<file path="config.mk">
export PLATFORM = sky130hd
export DESIGN_NAME = store_unit
export DESIGN_NICKNAME = d
export VERILOG_FILES = /design/src/rtl/store_unit_pkg.sv /design/src/rtl/store_unit_lane_align.sv /design/src/rtl/store_unit.sv
export SDC_FILE = /design/constraint.sdc
export NUM_CORES = 1
export LEC_CHECK = 0
export CELL_PAD_IN_SITES_DETAIL_PLACEMENT = 1
export CELL_PAD_IN_SITES_GLOBAL_PLACEMENT = 2
export CORE_ASPECT_RATIO = 0.6
export CORE_MARGIN = 1.5
export CORE_UTILIZATION = 30
export DETAILED_ROUTE_END_ITERATION = 16
export GPL_ROUTABILITY_DRIVEN = 0
export GPL_TIMING_DRIVEN = 0
export PLACE_DENSITY = 0.89
export RECOVER_POWER = 50
export SLEW_MARGIN = 20
export SYNTH_ARGS = -nofsm -noshare
export SYNTH_HDL_FRONTEND = slang
export SYNTH_HIERARCHICAL = 1
export SYNTH_SLANG_ARGS = --single-unit
</file>
<file path="constraint.sdc">
create_clock -name clk -period 3.15 [get_ports clk]
set_input_delay 0.7875 -clock clk [delete_from_list [all_inputs] [get_ports clk]]
set_output_delay 0.7875 -clock clk [all_outputs]
set_load 0.05 [all_outputs]
</file>
<file path="src/rtl/store_unit_pkg.sv">
// store_unit_pkg: FSM state encoding and funct3 store encodings shared by the store unit.
package pkg_store_unit;
  typedef enum logic [1:0] {IDLE, BEAT0, BEAT1, RESP} state_t;
  localparam logic [2:0] F3_SB = 3'b000;
  localparam logic [2:0] F3_SH = 3'b001;
  localparam logic [2:0] F3_SW = 3'b010;
endpackage

</file>
<file path="src/rtl/store_unit_lane_align.sv">
// store_lane_align: shifts store data and byte mask into a two-word lane window.
module store_lane_align
  import pkg_store_unit::*;
(
  input  logic [1:0]  off,
  input  logic [2:0]  funct3,
  input  logic [31:0] data,
  output logic [63:0] wdata,
  output logic [7:0]  strobe,
  output logic        bad
);
  logic [3:0] mask;
  always_comb begin
    mask = funct3 == F3_SB ? 4'b0001 : funct3 == F3_SH ? 4'b0011 : funct3 == F3_SW ? 4'b1111 : 4'b0000;
    bad = mask == 4'b0000;
    wdata = {32'b0, data} << {off, 3'b000};
    strobe = {4'b0, mask} << off;
  end
endmodule

</file>
<file path="src/rtl/store_unit.sv">
// store_unit: turns a core store into one or two word-aligned memory write beats.
// Macro STORE_SPLIT_MISALIGNED_EN enables the second beat for word-crossing stores.
module store_unit
  import pkg_store_unit::*;
#(
  parameter int ADDR_WIDTH = 32
) (
  input  logic                  clk,
  input  logic                  reset,
  input  logic                  req_valid,
  output logic                  req_ready,
  input  logic [ADDR_WIDTH-1:0] req_addr,
  input  logic [31:0]           req_data,
  input  logic [2:0]            req_funct3,
  output logic                  done,
  output logic                  err,
  output logic                  mem_valid,
  input  logic                  mem_ready,
  output logic [ADDR_WIDTH-1:0] mem_addr,
  output logic [31:0]           mem_wdata,
  output logic [3:0]            mem_wstrb
);
`ifdef STORE_SPLIT_MISALIGNED_EN
  localparam int DW = 64;
`else
  localparam int DW = 32;
`endif
  state_t state, nxt;
  logic [ADDR_WIDTH-3:0] addr_q;
  logic [DW-1:0] data_q;
  logic [DW/8-1:0] strb_q;
  logic err_q, bad, reject, has_hi, beat0, beat1;
  logic [63:0] al_data;
  logic [7:0] al_strb;

  store_lane_align u_align (
    .off(req_addr[1:0]),
    .funct3(req_funct3),
    .data(req_data),
    .wdata(al_data),
    .strobe(al_strb),
    .bad(bad)
  );

  always_ff @(posedge clk or negedge reset) begin
    if (!reset) begin
      state <= IDLE;
      addr_q <= '0;
      data_q <= '0;
      strb_q <= '0;
      err_q <= 1'b0;
    end else begin
      state <= nxt;
      if (state == IDLE && req_valid) begin
        addr_q <= req_addr[ADDR_WIDTH-1:2];
        data_q <= al_data[DW-1:0];
        strb_q <= al_strb[DW/8-1:0];
        err_q <= reject;
      end
    end
  end

  always_comb begin
    nxt = state == IDLE  ? (req_valid ? (reject ? RESP : BEAT0) : IDLE) :
          state == BEAT0 ? (mem_ready ? (has_hi ? BEAT1 : RESP) : BEAT0) :
          state == BEAT1 ? (mem_ready ? RESP : BEAT1) : IDLE;
    beat0 = state == BEAT0;
    beat1 = state == BEAT1;
    req_ready = state == IDLE;
    done = state == RESP;
    err = done & err_q;
  end

`ifdef STORE_SPLIT_MISALIGNED_EN
  always_comb begin
    reject = bad;
    has_hi = |strb_q[7:4];
    mem_valid = beat0 | beat1;
    mem_addr = beat0 ? {addr_q, 2'b00} : beat1 ? {addr_q + (ADDR_WIDTH-2)'(1), 2'b00} : '0;
    mem_wdata = beat0 ? data_q[31:0] : beat1 ? data_q[63:32] : '0;
    mem_wstrb = beat0 ? strb_q[3:0] : beat1 ? strb_q[7:4] : '0;
  end
`else
  // Upper lane data is only needed by the second beat, which this build omits.
  logic unused_hi;
  assign unused_hi = ^{al_data[63:32], beat1};
  always_comb begin
    reject = bad | (|al_strb[7:4]);
    has_hi = 1'b0;
    mem_valid = beat0;
    mem_addr = beat0 ? {addr_q, 2'b00} : '0;
    mem_wdata = beat0 ? data_q : '0;
    mem_wstrb = beat0 ? strb_q : '0;
  end
`endif
endmodule
</file>
==> run_results.csv <==
group,metric,value,unit
status,status,"finished, violations left",
status,violations,"capacitance limit, slew limit",
drt,wire_per_inst,17.7,um
layout,postLayoutCoreUtil,46.0,%
layout,layout.nets,543,
layout,drive_above_1_share,23.2,%
timing,whs,0.472,ns
drt,vias,2946,
worst_hold_path,hold_depth,1,
layout,diodes,0,
setup_path,r2r_end,"addr_q[4]",
floorplanning,dieWidth,148,um
drt,drc,0,
timing,timing.fmax,338,MHz
timing,worstMarginPinSlew,1.76,ns
layout,layout_commonest_cell,"and2_1",
setup_path,worstSetupPathType,"flop to primary output",
layout,area_growth,47.8,%
placement,post-place-ws,-0.116,ns
clock_tree,cts_tree,"yes",
floorplanning,rows,31,
layout,final_area,0.00562,sq mm
clock_tree,htreeDepth,3,
clock_tree,cts-buffers-inserted,9,
timing,fin_crit,2.96,ns
timing,setup_ws,0.189,ns
worst_hold_path,min_path_type,"flop to flop",
synth,synthCells,322,
placement,hpwl,8.75,mm
timing,max_slew_margin,-17.4,%
setup_path,cp-startpoint,"state[1]",
setup_path,crit_path_start_kind,"flop",
drt,ant_nets,0,
placement,dpl_cell_area,0.00540,sq mm
floorplanning,start_util,31.1,%
floorplanning,ios,143,
clock_tree,root_buffer,"clkbuf_16",
pwr,ir_drop,0.000354,V
placement,dp.cells,626,
timing,setup_tns,0,ns
synth,synthesis.area,0.00380,sq mm
global_route,grtUsageTotal,18.0,%
worst_hold_path,whs_endpoint,"addr_q[1]",
setup_path,crit_slowest_cell,"dfrtp_1",
setup_path,cp_data_required_time,2.36,ns
global_route,antenna_found_initial,0,
clock_tree,hold_buffers,0,
setup_path,ff2ff_path_depth,4,
pwr,power_density,969,mW/mm^2
drt,first_iter_violations,91,
clock_tree,clk_latency,0.33,ns
timing,rsz0062_at_grt,"no",
worst_hold_path,worstHoldStart,"addr_q[1]",
job,drv_cap,1,
floorplanning,die-area,0.0134,sq mm
floorplanning,core_area,0.0122,sq mm
drt,wirelength,11.3,mm
global_route,grt_pass1_wl,18.3,mm
pwr,power_leakage,2.65,nW
global_route,grt_overflow,0,
global_route,grt_max_degree,40,
drt,firstDrtPassIters,4,
floorplanning,die_h,90.2,um
setup_path,r2r_slack,0.98,ns
setup_path,rr_startpoint,"state[0]",
setup_path,crit_fanout,10,
clock_tree,cts_sinks,69,
synth,yosys_warnings,6,
timing,setup_violations,0,
clock_tree,path_clk_slew,0.05,ns
clock_tree,cts_max_path_buffers,2,
layout,fin_cells,640,
synth,avgSynthCellArea,11.8,sq um
pwr,power,5.44,mW
setup_path,slowest_delay,0.44,ns
drt,viasPerCell,4.60,
timing,slew_violations,31,
timing,post-route-period-util,94.0,%
setup_path,path_cells,"and2b_1 -> clkbuf_4 -> clkbuf_2 -> and2_1 -> clkdlybuf4s15_2",
setup_path,end_kind,"primary output",
setup_path,cp.arrival,2.17,ns
global_route,grt_pass1_vias,3330,
layout,mostFrequentLayoutCells,"and2_1 (76), dfrtp_1 (69), clkdlybuf4s50_1 (68), mux2_2 (48), dlygate4sd2_1 (46)",
timing,hold_viol,0,
timing,finalClockSkew,0.00556,ns
placement,port_buffers,137,
[how the worst max path moves through the flow]
stage                     slack (ns)  cells after the start            end
after floorplan                 0.60                      3  mem_wdata[15]
after global placement         -1.20                      1     addr_q[25]
after detailed placement       -0.12                      5   mem_wdata[0]
after CTS                     0.0009                      5  mem_wdata[13]
after global routing            0.02                      5   mem_wdata[7]
final                           0.19                      5   mem_addr[29]
[report_power, final]
part           switching (mW)  total [mW]  internal, mW
Combinational            1.86        2.89          1.03
Sequential              0.205        1.53          1.32
Clock                   0.362        1.03         0.669
Total                    2.42        5.44          3.02
[per-layer routing]
| metal | vias up | part of all wire (%) | GRT usage [%] | routed length (um) |
|---|---|---|---|---|
| met4 | 0 | 1.2 | 4.87 | 137 |
| met3 | 12 | 7.7 | 6.55 | 868 |
| met5 | - | 0 | 0 | 0 |
| met1 | 1449 | 46 | 23.2 | 5210 |
| li1 | 1390 | - | - | - |
| met2 | 95 | 45 | 28.4 | 5090 |
[critical path, delay by kind of cell, from the launching register on]
kind / cells / cell delay (ns)
buffers and inverters: 3 / 0.87
and+or+nand+nor: 2 / 0.52
DFF: 1 / 0.44
[state kept, by name, summed over array words and instances, names as in the netlist]
name / flops
state: 2
addr_q: 30
data_q: 32
strb_q: 4
err_q: 1
[repair_timing]
| action | in CTS | in global routing |
|---|---|---|
| endpoints found under the setup margin | 67 | 18 |
| setup buffers | 0 | 0 |
| hold endpoints to repair | 0 | 0 |
| resized for setup | 103 | 9 |
[layout make-up]
type / instances / area (sq um)
fillers: 1339 / 6600
multi-input cells: 222 / 1850
flip-flops and latches: 69 / 1730
repair buffers: 138 / 1310
clock buffers: 13 / 270
plain buffers: 29 / 218
well taps: 165 / 206
clock inverters: 1 / 30.0
inverters: 3 / 11.3
No activity file was read; power rests on OpenSTA's default activity.
